File: config.mk
export PLATFORM = sky130hd
export DESIGN_NAME = if_id_stage
export DESIGN_NICKNAME = d
export VERILOG_FILES = /design/src/rtl/if_id_stage_pkg.sv /design/src/rtl/if_skid_buffer.sv /design/src/rtl/if_id_stage.sv
export SDC_FILE = /design/constraint.sdc
export NUM_CORES = 1
export LEC_CHECK = 0
export ABC_AREA = 1
export BUFFER_PORTS_ARGS = -buffer_cell sky130_fd_sc_hd__buf_2
export CORE_MARGIN = 1.5
export CORE_UTILIZATION = 25
export CTS_BUF_LIST = sky130_fd_sc_hd__clkbuf_8
export DETAILED_ROUTE_END_ITERATION = 12
export SYNTH_ARGS = -nofsm -noshare
export SYNTH_HDL_FRONTEND = slang
export SYNTH_HIERARCHICAL = 1
export SYNTH_SLANG_ARGS = --single-unit
File: constraint.sdc
create_clock -name clk -period 5.4 [get_ports clk]
set_input_delay 0.27 -clock clk [delete_from_list [all_inputs] [get_ports clk]]
set_output_delay 0.27 -clock clk [all_outputs]
set_load 0.02 [all_outputs]
File: src/rtl/if_id_stage_pkg.sv
// Shared definitions for the fetch stage: FSM encoding, NOP word,
// instruction field positions and the PC increment helper.
package if_id_stage_pkg;

  typedef enum logic [0:0] {
    FETCH = 1'b0,
    HOLD  = 1'b1
  } fetch_state_e;

  localparam logic [31:0] NOP_ENCODING = 32'h0000_0000;

  localparam int RS_MSB = 25;
  localparam int RS_LSB = 21;
  localparam int RT_MSB = 20;
  localparam int RT_LSB = 16;

  localparam logic [31:0] PC_STEP = 32'd4;

  // Sequential PC; the add wraps naturally modulo 2^32.
  function automatic logic [31:0] next_pc(input logic [31:0] pc);
    return pc + PC_STEP;
  endfunction

endpackage

File: src/rtl/if_skid_buffer.sv
// One-entry data+valid register that parks a fetched word while the
// pipeline is stalled. Clear wins over load.
module if_skid_buffer #(
  parameter int WIDTH = 32
) (
  input  logic             clk,
  input  logic             rst,
  input  logic             load,
  input  logic             clear,
  input  logic [WIDTH-1:0] load_data,
  output logic [WIDTH-1:0] data,
  output logic             valid
);

  // Capture on load, drop on clear, otherwise keep the parked word.
  always_ff @(posedge clk or posedge rst) begin
    if (rst) begin
      data  <= '0;
      valid <= 1'b0;
    end else if (clear) begin
      data  <= '0;
      valid <= 1'b0;
    end else if (load) begin
      data  <= load_data;
      valid <= 1'b1;
    end
  end

endmodule

File: src/rtl/if_id_stage.sv
// Instruction fetch stage with IF/ID pipeline register. Fetches at PC,
// parks a returned word in a skid buffer when the pipeline stalls, and
// redirects/flushes on a taken branch.
module if_id_stage
  import if_id_stage_pkg::*;
#(
  parameter logic [31:0] RESET_PC  = 32'h0000_0000,
  parameter logic [31:0] NOP_INSTR = NOP_ENCODING
) (
  input  logic        clk,
  input  logic        rst,
  input  logic        PCWrite,
  input  logic        IF_ID_Write,
  input  logic        Branch,
  input  logic [31:0] BranchAddr,
  output logic        imem_req,
  output logic [31:0] imem_addr,
  input  logic        imem_ready,
  input  logic [31:0] imem_rdata,
  output logic [31:0] PC,
  output logic [31:0] IF_ID_PC4,
  output logic [31:0] IF_ID_Instr,
  output logic        IF_ID_Valid,
  output logic [4:0]  IF_ID_RsAddr,
  output logic [4:0]  IF_ID_RtAddr
);

  fetch_state_e state_q, state_d;
  logic [31:0]  pc_q, pc_d;
  logic [31:0]  instr_q, instr_d;
  logic [31:0]  pc4_q, pc4_d;
  logic         valid_q, valid_d;

  logic         stall;
  logic [31:0]  pc_plus4;
  logic         skid_load;
  logic         skid_clear;
  logic [31:0]  skid_data;
  logic         skid_valid;

  assign stall    = IF_ID_Write | ~PCWrite;
  assign pc_plus4 = next_pc(pc_q);

  if_skid_buffer #(
    .WIDTH(32)
  ) u_skid (
    .clk       (clk),
    .rst       (rst),
    .load      (skid_load),
    .clear     (skid_clear),
    .load_data (imem_rdata),
    .data      (skid_data),
    .valid     (skid_valid)
  );

  // State, PC and IF/ID register; everything returns to its reset value at once.
  always_ff @(posedge clk or posedge rst) begin
    if (rst) begin
      state_q <= FETCH;
      pc_q    <= RESET_PC;
      instr_q <= NOP_INSTR;
      pc4_q   <= 32'h0000_0000;
      valid_q <= 1'b0;
    end else begin
      state_q <= state_d;
      pc_q    <= pc_d;
      instr_q <= instr_d;
      pc4_q   <= pc4_d;
      valid_q <= valid_d;
    end
  end

  // Next-state logic: branch flush beats stall, stall beats normal fetch.
  always_comb begin
    state_d    = state_q;
    pc_d       = pc_q;
    instr_d    = instr_q;
    pc4_d      = pc4_q;
    valid_d    = valid_q;
    skid_load  = 1'b0;
    skid_clear = 1'b0;

    if (Branch) begin
      pc_d       = BranchAddr;
      instr_d    = NOP_INSTR;
      valid_d    = 1'b0;
      skid_clear = 1'b1;
      state_d    = FETCH;
    end else begin
      case (state_q)
        FETCH: begin
          if (imem_ready) begin
            if (stall) begin
              skid_load = 1'b1;
              state_d   = HOLD;
            end else begin
              instr_d = imem_rdata;
              pc4_d   = pc_plus4;
              valid_d = 1'b1;
              pc_d    = pc_plus4;
            end
          end else if (!stall) begin
            instr_d = NOP_INSTR;
            valid_d = 1'b0;
          end
        end
        HOLD: begin
          if (!stall) begin
            instr_d    = skid_data;
            pc4_d      = pc_plus4;
            valid_d    = skid_valid;
            pc_d       = pc_plus4;
            skid_clear = 1'b1;
            state_d    = FETCH;
          end
        end
        default: state_d = FETCH;
      endcase
    end
  end

  // Request only from FETCH, and never while reset is held.
  assign imem_req  = (state_q == FETCH) && !rst;
  assign imem_addr = pc_q;

  assign PC           = pc_q;
  assign IF_ID_PC4    = pc4_q;
  assign IF_ID_Instr  = instr_q;
  assign IF_ID_Valid  = valid_q;
  assign IF_ID_RsAddr = instr_q[RS_MSB:RS_LSB];
  assign IF_ID_RtAddr = instr_q[RT_MSB:RT_LSB];

endmodule

; ---- Yosys cells after proc, flatten, opt, wreduce, memory -nomap -nowiden
; Index checks and enable logic that the tools add are counted.
[totals]
reg_bits = 131
in_bits = 70
out_inout_bits = 140
wordCells = 53
[classes]
addsub = 1
eq_ne = 4
mux = 32
n_bitwise = 4
reduce_logical = 5
[op_table]
columns = cell, n
row1 = 32-bit 2-to-1 mux, 12
row2 = 32-bit case mux with 2 select lines, 3
row3 = 32-bit by 3-bit adder with 32-bit output (second input constant), 1
row4 = 1-bit 2-to-1 mux, 15
row5 = 3-bit != test (second input constant), 3
row6 = 1-bit case mux with 2 select lines, 2
row7 = 2-bit AND reduction, 2
row8 = 1-bit inverter, 3
row9 = 2-bit != test (second input constant), 1
row10 = 2-bit nonzero test, 1
row11 = 1-bit logical AND, 1
row12 = 1-bit logical NOT, 1
row13 = 1-bit bitwise OR, 1

; ---- Depth between registers and ports, before layout
[logic_depth]
depth_word = 8
mapped_depth = 10
mapped_depth_nobuf = 9

; ---- Cells and area by module
; Netlist, hierarchy kept.
[by_module_without_submodules]
columns = module, instances, cells_per_inst, area_each_um2, seq_area_each_um2
row1 = if_id_stage, 1, 635, 5131.2, 2452.4
row2 = if_skid_buffer, 1, 144, 1346.3, 825.8

; ---- Least setup slack after synthesis
; Ideal clock, no wire load.
[synth_timing]
path_kind = input to register
from = input port PCWrite
to = register u_skid.data[11]
setup_time_ps = 116
t_arrival_ps = 1459
required_ps = 5284
path_slack_ps = 3825
stages = 9
path_buffers = 2
path_cell_list = inv_1 nor2_1 nor2_2 buf_2 a21oi_1 inv_1 buf_6 nand3_1 nand2_1
[synth_between]
elab_cells_between_ends = 11
classes_between = mux: 8 / bitwise: 2 / reduce/logical: 1
[synth_lines]
columns = item, line_no
row1 = from (decl), if_id_stage.sv:12  ; input logic PCWrite,
row2 = 1-bit inverter *, if_id_stage.sv:41  ; assign stall = IF_ID_Write | ~PCWrite;
row3 = 1-bit bitwise OR *, if_id_stage.sv:41
row4 = 1-bit 2-to-1 mux *, if_id_stage.sv:108  ; if (!stall) begin
row5 = 1-bit 2-to-1 mux *, if_id_stage.sv:90  ; case (state_q)
row6 = 1-bit 2-to-1 mux *, if_id_stage.sv:83  ; if (Branch) begin
row7 = named net skid_clear, if_id_stage.sv:37  ; logic skid_clear;
row8 = 32-bit 2-to-1 mux / 2-bit nonzero test (equally long branches), n/a
row9 = to (signal assigned), if_skid_buffer.sv:24  ; data <= load_data;
row10 = to (decl), if_skid_buffer.sv:11  ; output logic [WIDTH-1:0] data,
; The timed path passes the listed nets; every way through them passes the cells marked *.
; A chain may end at the register's enable or synchronous reset.

; ---- Worst setup path after layout
[layout_timing]
from = register state_q
to = register pc4_q[1], in the netlist IF_ID_PC4[1]
[layout_between]
elab_chain_len = 3
elab_cells_between_ends = 4
classes_between = eq/ne: 1 / mux: 1 / bitwise: 1 / reduce/logical: 1
[layout_rtl]
columns = item, line_no
row1 = from (decl), if_id_stage.sv:28  ; fetch_state_e state_q, state_d;
row2 = from (signal assigned), if_id_stage.sv:65  ; state_q <= state_d;
row3 = 1-bit inverter, n/a
row4 = 2-bit != test (no source line), n/a
row5 = 2-bit AND reduction (no source line), n/a
row6 = to (signal assigned), if_id_stage.sv:68  ; pc4_q <= pc4_d;
row7 = to (decl), if_id_stage.sv:31  ; logic [31:0] pc4_q, pc4_d;
; Several ways; a longest one is shown, not always the timed one.

==> impl_metrics.env <==
export IMPL_worst_setup_path_start_kind="register"
export IMPL_grt_pass1_wl_mm=29.5
export IMPL_crit_required_ns=5.70
export IMPL_cts_tree="built"
export IMPL_final_cell_area_sq_mm=0.00786
export IMPL_firstDrtPassIters=5
export IMPL_p_per_area_mw_per_mm2=335
export IMPL_ys_seq_area_share_pct=50.6
export IMPL_clk_pin_slew_ns=0.09
export IMPL_status="finished, final reports clean"
export IMPL_post_drt_wl_per_cell_microns=14.9
export IMPL_antenna_found_initial=5
export IMPL_min_period_ns=2.50
export IMPL_dieArea_sq_mm=0.0269
export IMPL_num_vias=5757
export IMPL_worstSetupEndpointType="register"
export IMPL_fin_nets=1006
export IMPL_hold_viol=0
export IMPL_synth_largest_area_cell="dfrtp_1"
export IMPL_setup_viol=0
export IMPL_fp_dieW_microns=164
export IMPL_numPortBuffers=209
export IMPL_syn_area_sq_mm=0.00648
export IMPL_cp_arrival_ns=2.80
export IMPL_row_count=58
export IMPL_synthTopCellsByArea="dfrtp_1 (51%), nand2_1 (17%), nand3_1 (6.2%)"
export IMPL_clockBufferDepth=2
export IMPL_grtUsageTotal_pct=14.3
export IMPL_fp_dieH_microns=164
export IMPL_routed_wirelength_mm=19.0
export IMPL_worst_pin_slew_ns=1.03
export IMPL_skew_ns=0.0119
export IMPL_cts_sinks=131
export IMPL_critPathSlowestCell="nor2_4"
export IMPL_final_core_util_pct=31.0
export IMPL_slowest_delay_ns=0.62
export IMPL_cts_made_buffers=17
export IMPL_dpl_hpwl_mm=13.3
export IMPL_fin_crit_sh_pct=46.3
export IMPL_post_cts_resized=0
export IMPL_p_leak_uw=0.00419
export IMPL_ys_warn_count=6
export IMPL_crit_chain="buf_4 > inv_2 > nand2_1 > nand2_2 > nor2_4 > inv_2 > nand2_1 > o21ai_0"
export IMPL_fillers=2715
export IMPL_ant_nets=0
export IMPL_layout_drive_gt1_share_pct=29.0
export IMPL_grt_overflow_total=0
export IMPL_multi_input_area_sq_mm=0.00250
export IMPL_final_setup_tns_ns=0
export IMPL_path_class="reg2reg"
export IMPL_ir_drop_mv=0.168
export IMPL_h_tree_depth=4
export IMPL_netlist_instances=779
export IMPL_core_area_sq_mm=0.0253
export IMPL_synth_top_area_share_pct=50.6
export IMPL_register_area_sq_mm=0.00328
export IMPL_slew_viol_final=0
export IMPL_synth_area_per_cell_sq_um=8.32
export IMPL_ios=210
export IMPL_final_cell_mix="nand2_1 (291), buf_2 (209), dfrtp_1 (131)"
export IMPL_relSlewSlack_pct=31.4
export IMPL_max_freq_mhz=400
export IMPL_antennaDiodeCount=0
export IMPL_start_util_pct=25.6
export IMPL_rsz0062_at_grt="no"
export IMPL_post_route_drc_count=0
export IMPL_drtIter0Drc=398
export IMPL_area_growth_pct=21.4
export IMPL_cap_violations=0
export IMPL_cp_max_fo=36
export IMPL_grt_max_degree=52
export IMPL_fin_cells=1278
export IMPL_clock_latency_ns=0.44
export IMPL_ys_types=30
export IMPL_ctsHoldBuffers=1
export IMPL_final_common_cell="nand2_1"
export IMPL_grt_pass1_vias=5310
export IMPL_syn_num_nets=850
export IMPL_dp_cells=1245
export IMPL_ys_ff_latch=131
export IMPL_gp_congestion=0.797
export IMPL_avgViaCountPerCell=4.50
export IMPL_cts_root_buf="clkbuf_8"
export IMPL_placed_cell_area_sq_mm=0.00743
export IMPL_hold_path_class="in2reg"
export IMPL_postCtsSetupRepairBufs=0
## per-layer routing
| layer | part of all wire [%] | routed length (microns) | vias up | GRT usage [%] |
|---|---|---|---|---|
| met5 | 0.24 | 45 | - | 0 |
| met4 | 1.2 | 237 | 8 | 4.17 |
| met3 | 6.7 | 1270 | 22 | 4.19 |
| met2 | 48 | 9190 | 214 | 23.3 |
| met1 | 43 | 8250 | 2717 | 18.2 |
| li1 | - | - | 2796 | - |
## power breakdown
part	leakage [uW]	internal [uW]	switching, uW
registers	0.00172	1080	91.1
logic	0.00226	176	367
clock network	0.000211	471	450
total	0.00419	1730	908
## flip-flops by register name, summed over array words and instances, names as in the netlist
name and count:
u_skid/valid 1, PC 32, u_skid/data 32, IF_ID_Valid 1, IF_ID_PC4 32, IF_ID_Instr 32
state_q 1
## final timing paths
kind                            slack [ns]                          end  cells after the start                      start
worst max-delay path                  2.90     IF_ID_PC4[1]$_DFFE_PP0P_                      8          state_q$_DFF_PP0_
min in group asynchronous             0.46  IF_ID_Instr[13]$_DFFE_PP0P_                      3                        rst
worst min-delay path                  0.03            PC[1]$_DFFE_PP0P_                      3              BranchAddr[1]
worst max register to register        2.90     IF_ID_PC4[1]$_DFFE_PP0P_                      8          state_q$_DFF_PP0_
max in group asynchronous             3.81    IF_ID_PC4[17]$_DFFE_PP0P_                      4                        rst
worst min register to register        0.48    IF_ID_PC4[16]$_DFFE_PP0P_                      2  IF_ID_PC4[16]$_DFFE_PP0P_
## cell families (layout without fill, tap and decap cells)
family,Yosys count,count (layout),synth area share [%]
xor+xnor,5,5,0.676
compound gates,96,96,9.60
flops,131,131,50.6
fa+ha+maj,1,1,0.193
buf+inv,116,285,10.8
simple gates,430,430,28.1
## synth_stat cells (all sizes together)
master	number
dfrtp	131
o211ai	2
nor2	49
o21bai	8
buf	70
and2	1
a22oi	46
nor3	1
o21ai	37
xnor2	3
xor2	2
nand3b	1
ha	1
nand2	297
nand3	80
a21oi	2
or2	1
inv	37
a31oi	1
clkbuf	9
## area by class of cell
cell class / count / area share (%)
tap: 330 / 5.25
sequential: 131 / 41.7
timing repair buffer: 216 / 14.0
clock buffer: 17 / 2.98
inverter: 37 / 1.83
clock inverter: 15 / 2.43
multi-input combinational: 532 / 31.8
## per-stage QoR
step	setup slack (ns)	hold WS [ns]	total power (uW)
after CTS	2.83	0.00378	2680
after detailed placement	2.77	0.422	1740
after global routing	2.64	0.0198	2780
after floorplan	2.57	0.391	1570
final	2.90	0.0344	2640
after global placement	2.86	0.423	1730
## critical path: cells and delay by family, from the launching register on
family                 cells  cell delay, ns
and+or+nand+nor            4            0.96
buffers and inverters      3            0.96
DFF                        1            0.33
AOI/OAI and AO/OA          1            0.09
Power figures use the tool's default switching activity.
